<file path="config.mk">
export PLATFORM = sky130hd
export DESIGN_NAME = pwm_multi_ch
export DESIGN_NICKNAME = d
export VERILOG_FILES = /design/src/rtl/pwm_multi_ch.sv
export SDC_FILE = /design/constraint.sdc
export NUM_CORES = 1
export LEC_CHECK = 0
export CAP_MARGIN = 25
export CORE_MARGIN = 2
export CORE_UTILIZATION = 40
export DETAILED_ROUTE_END_ITERATION = 6
export DONT_BUFFER_PORTS = 1
export PLACE_DENSITY_LB_ADDON = 0.15
export SYNTH_ARGS = -nofsm -noshare
export SYNTH_HDL_FRONTEND = slang
export SYNTH_SLANG_ARGS = --single-unit
</file>
<file path="constraint.sdc">
create_clock -name clk -period 5.95 [get_ports clk]
set_input_delay 1.4875 -clock clk [delete_from_list [all_inputs] [get_ports clk]]
set_output_delay 1.4875 -clock clk [all_outputs]
set_load 0.02 [all_outputs]
</file>
<file path="src/rtl/pwm_multi_ch.sv">
// N-channel complementary PWM with dead time, edge/centre carrier, double-buffered duty and
// retriggerable current-sense blanking. Define PWM_FAULT_EN to add the active-low fault_n shutdown input.
module pwm_multi_ch #(
    parameter int WIDTH       = 11,
    parameter int NUM_CH      = 3,
    parameter int DEADTIME    = 64,
    parameter int BLANK_WIDTH = 128
) (
    input  logic                    clk,
    input  logic                    rst_n,
    input  logic                    en,
    input  logic                    center_mode,
    input  logic [NUM_CH*WIDTH-1:0] duty,
    input  logic                    duty_vld,
`ifdef PWM_FAULT_EN
    input  logic                    fault_n,
`endif
    output logic                    duty_ack,
    output logic [NUM_CH-1:0]       pwm_hi,
    output logic [NUM_CH-1:0]       pwm_lo,
    output logic                    pwm_synch,
    output logic                    ovr_I_blank
);

    localparam logic [WIDTH-1:0] MAX   = '1;
    localparam logic [WIDTH:0]   DT_W  = (WIDTH+1)'(DEADTIME);
    localparam logic [WIDTH-1:0] CLAMP = MAX - WIDTH'(DEADTIME);
    localparam int               BW    = $clog2(BLANK_WIDTH + 1);
    localparam logic [BW-1:0]    BLANK = BW'(BLANK_WIDTH);

    logic [WIDTH-1:0]             cnt_q, cnt_d;
    logic                         dir_up_q, dir_up_d;
    logic                         mode_q, mode_d;
    logic [NUM_CH-1:0][WIDTH-1:0] shadow_q, shadow_d;
    logic [NUM_CH-1:0][WIDTH-1:0] active_q, active_d;
    logic                         pending_q, pending_d;
    logic [NUM_CH-1:0]            hi_q, hi_d;
    logic [NUM_CH-1:0]            lo_q, lo_d;
    logic [BW-1:0]                blank_q, blank_d;
    logic                         boundary;
    logic                         kill;

    // The period boundary is the up-counting zero; in centre mode that is the valley.
    assign boundary  = en && (cnt_q == '0);
    assign pwm_synch = en && (cnt_q == '0) && dir_up_q;
    assign duty_ack  = boundary && pending_q;

    always_comb begin
        cnt_d    = cnt_q;
        dir_up_d = dir_up_q;
        if (!en) begin
            cnt_d    = '0;
            dir_up_d = 1'b1;
        end else if (!mode_q) begin
            cnt_d    = cnt_q + 1'b1;
            dir_up_d = 1'b1;
        end else if (dir_up_q) begin
            if (cnt_q == MAX) begin
                cnt_d    = MAX - 1'b1;
                dir_up_d = 1'b0;
            end else begin
                cnt_d = cnt_q + 1'b1;
            end
        end else begin
            if (cnt_q == WIDTH'(1)) begin
                cnt_d    = '0;
                dir_up_d = 1'b1;
            end else begin
                cnt_d = cnt_q - 1'b1;
            end
        end
    end

    // Captured duty is clamped so the low side always keeps at least one dead-time gap.
    always_comb begin
        shadow_d  = shadow_q;
        active_d  = active_q;
        pending_d = pending_q;
        mode_d    = boundary ? center_mode : mode_q;
        if (boundary && pending_q) begin
            active_d  = shadow_q;
            pending_d = 1'b0;
        end
        if (duty_vld) begin
            pending_d = 1'b1;
            for (int k = 0; k < NUM_CH; k++) begin
                if (duty[k*WIDTH +: WIDTH] > CLAMP) shadow_d[k] = CLAMP;
                else                                shadow_d[k] = duty[k*WIDTH +: WIDTH];
            end
        end
    end

    // Hi and lo windows are disjoint by construction, so the registered pair never overlaps.
    always_comb begin
        logic [WIDTH:0] cnt_w;
        logic [WIDTH:0] d_w;
        hi_d  = '0;
        lo_d  = '0;
        cnt_w = {1'b0, cnt_q};
        d_w   = '0;
        for (int k = 0; k < NUM_CH; k++) begin
            d_w = {1'b0, active_q[k]};
            if (mode_q) begin
                hi_d[k] = en && ((cnt_w + DT_W) < d_w);
                lo_d[k] = en && (cnt_w >= d_w);
            end else begin
                hi_d[k] = en && (cnt_w >= DT_W) && (cnt_w < d_w);
                lo_d[k] = en && (cnt_w >= (d_w + DT_W)) && (cnt_q != MAX);
            end
        end
    end

    always_comb begin
        blank_d = blank_q;
        if (|((hi_d & ~hi_q) | (lo_d & ~lo_q))) blank_d = BLANK;
        else if (blank_q != '0)                 blank_d = blank_q - 1'b1;
    end

    assign ovr_I_blank = (blank_q != '0);

`ifdef PWM_FAULT_EN
    logic fault_q, fault_d;

    // Sticky until a boundary sees the fault input released.
    always_comb begin
        fault_d = fault_q;
        if (!fault_n)      fault_d = 1'b1;
        else if (boundary) fault_d = 1'b0;
    end

    always_ff @(posedge clk or negedge rst_n) begin
        if (!rst_n) fault_q <= 1'b0;
        else        fault_q <= fault_d;
    end

    assign kill = fault_q || !fault_n;
`else
    assign kill = 1'b0;
`endif

    assign pwm_hi = hi_q & ~{NUM_CH{kill}};
    assign pwm_lo = lo_q & ~{NUM_CH{kill}};

    always_ff @(posedge clk or negedge rst_n) begin
        if (!rst_n) begin
            cnt_q     <= '0;
            dir_up_q  <= 1'b1;
            mode_q    <= 1'b0;
            shadow_q  <= '0;
            active_q  <= '0;
            pending_q <= 1'b0;
            hi_q      <= '0;
            lo_q      <= '0;
            blank_q   <= '0;
        end else begin
            cnt_q     <= cnt_d;
            dir_up_q  <= dir_up_d;
            mode_q    <= mode_d;
            shadow_q  <= shadow_d;
            active_q  <= active_d;
            pending_q <= pending_d;
            hi_q      <= hi_d;
            lo_q      <= lo_d;
            blank_q   <= blank_d;
        end
    end

endmodule

</file>
## After elaboration in Yosys (flattened, before gate mapping)

Index checks and enable logic that the tools add are counted.

| operators by class | value |
|---|---|
| add/subtract/negate cells | 7 |
| multiply operators | 0 |
| divide/modulo/power cells | 0 |
| order comparisons | 16 |
| eq/ne operators | 3 |
| shift operators | 0 |
| multiplexer cells | 23 |
| bitwise logic cells | 5 |
| reductions and logical operators | 24 |

Operators by type and width:

| operator | number |
|---|---|
| 11-bit two-way mux | 8 |
| 11-bit by 7-bit adder with 12-bit output (second input constant) | 4 |
| 11-bit by 12-bit greater-or-equal comparator with 1-bit output | 3 |
| 12-bit by 11-bit less-than comparator with 1-bit output | 3 |
| 11-bit greater-or-equal comparator | 3 |
| 11-bit > comparator (second input constant) | 3 |
| 11-bit less-than comparator | 3 |
| 1-bit logical AND | 19 |
| 8-bit two-way mux | 2 |
| 1-bit two-way mux | 13 |
| 11-bit by 1-bit adder with 11-bit output (second input constant) | 1 |
| 11-bit by 1-bit equality test with 1-bit output (second input constant) | 1 |
| 11-bit equality test (second input constant) | 1 |
| 11-bit by 7-bit greater-or-equal comparator with 1-bit output (second input constant) | 1 |
| 11-bit logical NOT | 1 |
| 11-bit != test (second input constant) | 1 |
| 11-bit by 1-bit subtractor with 11-bit output (second input constant) | 1 |
| 8-bit nonzero test | 1 |
| 8-bit by 1-bit subtractor with 8-bit output (second input constant) | 1 |
| 3-bit AND | 2 |
| 3-bit inverter | 2 |
| 2-bit nonzero test | 2 |
| 3-bit OR | 1 |
| 3-bit OR reduction | 1 |

| word-level totals | value |
|---|---|
| register bits | 94 |
| bits in latches | 0 |
| RAM bits | 0 |
| bits in read-only memories | 0 |
| bits of input ports | 38 |
| output and inout port bits | 9 |
| logic and storage cells | 91 |
| memories | 0 |

## Longest topological paths before layout

| depth | value |
|---|---|
| depth in word-level cells | 9 |
| gate-level depth with buffers | 12 |
| depth with buffers taken out | 11 |

## Worst setup path before layout

Ideal clock, no wire load.

| timing | value |
|---|---|
| kind | input -> output |
| from | input port en |
| to | output port duty_ack |
| arrival time | 2.359 ns |
| data required time | 4.463 ns |
| slack | 2.104 ns |
| cell stages on the path | 5 |
| buffers on the path | 3 |
| cells stage by stage | clkbuf_1 -> nand4_4 -> inv_2 -> buf_4 -> buf_6 |

| between the ends | value |
|---|---|
| word-level cells in the longest chain between the ends | 2 |

RTL lines:

| item | line | text |
|---|---|---|
| start, declared | 11 | `input logic en,` |
| 1-bit logical AND | 44 | `assign boundary = en && (cnt_q == '0);` |
| 1-bit logical AND | 46 | `assign duty_ack = boundary && pending_q;` |
| end, declared | 18 | `output logic duty_ack,` |

Every way passes these cells.

## Final worst setup path

| timing | value |
|---|---|
| from | register cnt_q[6] |
| to | output port duty_ack |

| between the ends | value |
|---|---|
| word-level cells in the longest chain between the ends | 3 |

RTL lines:

| item | line | text |
|---|---|---|
| start, declared | 31 | `logic [WIDTH-1:0] cnt_q, cnt_d;` |
| start signal, assigned | 156 | `cnt_q <= cnt_d;` |
| 11-bit logical NOT | 44 |  |
| 1-bit logical AND | 44 |  |
| 1-bit logical AND | 46 |  |

Every way passes these cells.

==> impl_metrics.py <==
metrics = {
    "route": {
        "drtIter0Drc": 297,
        "drc": 0,
        "drtAntennaViolNets": 0,
        "routed_wirelength_um": 15000,
        "first_pass_iters": 4,
        "num_vias": 4631,
        "vias_per_cell": 5.52,
        "routedWlPerCell_um": 17.9,
    },
    "global_routing": {
        "grt_usage": 0.192,
        "grt_pass1_wl_um": 24400,
        "antenna_found_initial": 0,
        "grt.overflow.total": 0,
        "grt_pass1_vias": 4657,
        "grt_max_degree": 95,
    },
    "timing": {
        "grt_setup_unrepaired": "false",
        "setup-tns-final_ns": 0,
        "final_max_slew_viol_count": 0,
        "setup_ws_ns": 1.91,
        "slew_headroom": 0.456,
        "hold_viol": 0,
        "fin_crit_sh": 0.678,
        "worst_slew_pin_slew_ns": 0.815,
        "setup_viol": 0,
        "skew_ns": 0.00986,
        "period_needed_ns": 4.04,
        "max_freq_mhz": 248,
    },
    "yosys": {
        "synthCells": 656,
        "yosys.area.top_type": "dfrtp_1",
        "ys_async_sr_fraction": 1.00,
        "synth_nets": 767,
        "ys.flop_type": "dfrtp_1",
        "synth.avg_cell_area_um2": 9.45,
        "synth_top_area_share": 0.375,
        "synth-seq-area-share": 0.380,
        "synth_enable_flop_cells": 0,
        "synthTopCellsByArea": "dfrtp_1 (38%), ha_1 (15%), nand2_1 (4.4%), inv_1 (3.8%), xnor2_1 (3.7%)",
        "synth_cell_types": 63,
        "syn_area_um2": 6200,
        "synth_seq_cells": 94,
        "ys_warn_count": 0,
    },
    "place": {
        "post-place-ws_ns": 2.19,
        "numPortBuffers": 0,
        "gp_congestion": 0.859,
        "dpl_cell_area_um2": 6320,
        "dp_hpwl_um": 11300,
    },
    "cts": {
        "root_buffer": "clkbuf_16",
        "clock_path_buffers": 2,
        "cts.sinks": 94,
        "clkTransAtPathRegs_ns": 0.07,
        "cts_tree": "yes",
        "cts-htree-levels": 3,
        "cts_resized": 0,
        "worstSkewPairLatency_ns": 0.36,
        "cts_hold_buf": 0,
        "post-cts-setup-buffer-count": 0,
        "cts_made_buffers": 9,
    },
    "cells_and_area": {
        "syn2layout_area_growth_pct": 6.60,
        "drive_gt1_frac": 0.0814,
        "finalNetCount": 758,
        "postLayoutCellArea_um2": 6610,
        "utilization": 0.436,
        "n_antenna_cell": 0,
        "nFillCells": 1489,
    },
    "run_status": {
        "status": "completed",
    },
    "critical_path": {
        "ff2ff_setup_slack_ns": 2.62,
        "worstSetupStartpoint": "cnt_q[6]",
        "r2r_start": "cnt_q[8]",
        "r2r_end": "blank_q[2]",
        "r2r_cells": 10,
        "required_ns": 4.46,
        "worstSetupPathType": "reg2out",
        "critPathMaxFanout": 58,
        "critPathCaptureType": "primary output",
        "start_kind": "flop",
        "arrival_ns": 2.55,
        "crit_end": "duty_ack",
    },
    "pwr": {
        "p_total_mw": 2.10,
        "pwr_density_cell_nw_per_um2": 318,
        "peakVddDrop_mv": 0.168,
        "leakage_nw": 3.02,
    },
    "die": {
        "num_rows": 45,
        "ios": 47,
        "die_w_um": 128,
        "floorplan.initialDensity": 0.409,
        "fp.coreArea_um2": 15100,
        "dieArea_um2": 16500,
        "fp.dieH_um": 128,
    },
    "job": {
        "cap_viol_max_count": 0,
    },
    "min_path": {
        "hp-class": "reg2reg",
    },
}
==> final cells by class <==
type / count / area (um2) / area share
well taps: 188 / 235 / 0.0356
clock buffers: 9 / 225 / 0.0341
flip-flops and latches: 94 / 2350 / 0.356
inverters: 65 / 244 / 0.0369
clock inverters: 6 / 63.8 / 0.00966
repair buffers: 1 / 7.51 / 0.00114
multi-input cells: 476 / 3480 / 0.527
==> cell usage after synthesis (3+ instances only) <==
library cell	n
inv_2	3
a21oi_1	30
nand4_1	9
buf_4	6
nor2_1	24
ha_1	73
o21a_1	6
buf_2	5
mux2_2	14
o22ai_1	3
xnor2_1	26
nand2_1	72
nand2b_1	8
o211ai_1	3
clkbuf_1	8
nor3_1	19
a21o_1	6
and3_1	9
o21ai_0	43
inv_1	62
dfrtp_1	93
nand3_1	23
a31oi_1	3
or3_1	4
a211oi_1	16
o22a_1	19
a211o_1	5
o21ai_1	13
xor2_1	6
==> critical path: stages, from the launching register on <==
cell	delay, ns
dfrtp_1	0.57
inv_2	0.30
ha_1	0.20
and3_1	0.28
nand4_4	0.25
inv_2	0.09
buf_4	0.47
==> layer usage <==
layer / global-route usage / share of wire / vias to the layer above
met4: 0.0678 / 0.014 / 0
met2: 0.316 / 0.48 / 71
met5: 0 / 0 / -
li1: - / - / 2337
met3: 0.0345 / 0.032 / 12
met1: 0.256 / 0.47 / 2211
==> flip-flops by register name (all words and copies together) (netlist names) <==
signal	flops
active_q	33
blank_q	8
cnt_q	11
dir_up_q	1
mode_q	1
pending_q	1
pwm_hi	3
pwm_lo	3
shadow_q	33
==> logic make-up (layout without fill, tap and decap cells) <==
| kind of cell | Yosys count | in the layout | synth area share |
|---|---|---|---|
| multiplexers | 14 | 14 | 0.0254 |
| AO/OA/AOI/OAI | 167 | 167 | 0.186 |
| flip-flops | 94 | 94 | 0.380 |
| adder cells (fa/ha/maj) | 73 | 73 | 0.147 |
| buffers and inverters | 86 | 81 | 0.0591 |
| XOR/XNOR | 32 | 32 | 0.0452 |
| AND/OR/NAND/NOR | 190 | 190 | 0.157 |
==> power breakdown <==
part	total [mW]	leakage (nW)	internal (mW)	switching (mW)
clock	0.570	0.137	0.322	0.248
combinational	0.669	1.74	0.279	0.390
sequential	0.862	1.14	0.762	0.0998
total	2.10	3.02	1.36	0.737
==> stage by stage <==
stage | cells | hold slack (ns)
after floorplan | 656 | 0.440
after global placement | 824 | 0.463
after detailed placement | 824 | 0.460
after CTS | 839 | 0.476
after global routing | 839 | 0.506
final | 839 | 0.473
==> how the worst min path moves through the flow <==
stage,start,endpoint,cells past startpoint
6_report,shadow_q[11],active_q[11],2
5_1_grt,shadow_q[0],active_q[0],2
4_1_cts,shadow_q[11],active_q[11],2
3_5_place_dp,shadow_q[11],active_q[11],2
3_3_place_gp,shadow_q[11],active_q[11],2
2_1_floorplan,shadow_q[0],active_q[0],2
==> placed cells by master (no fill, tap or decap), types with 13 or more instances in the layout <==
cell type / synthesis / routed
xnor2_1: 26 / 26
dfrtp_1: 93 / 93
mux2_2: 14 / 14
o22a_1: 19 / 19
o21ai_1: 13 / 13
o21ai_0: 43 / 43
nor3_1: 19 / 19
nand3_1: 23 / 23
inv_1: 62 / 62
a211oi_1: 16 / 16
a21oi_1: 30 / 30
nor2_1: 24 / 24
nand2_1: 72 / 72
ha_1: 73 / 73
No activity file was read; power rests on OpenSTA's default activity.
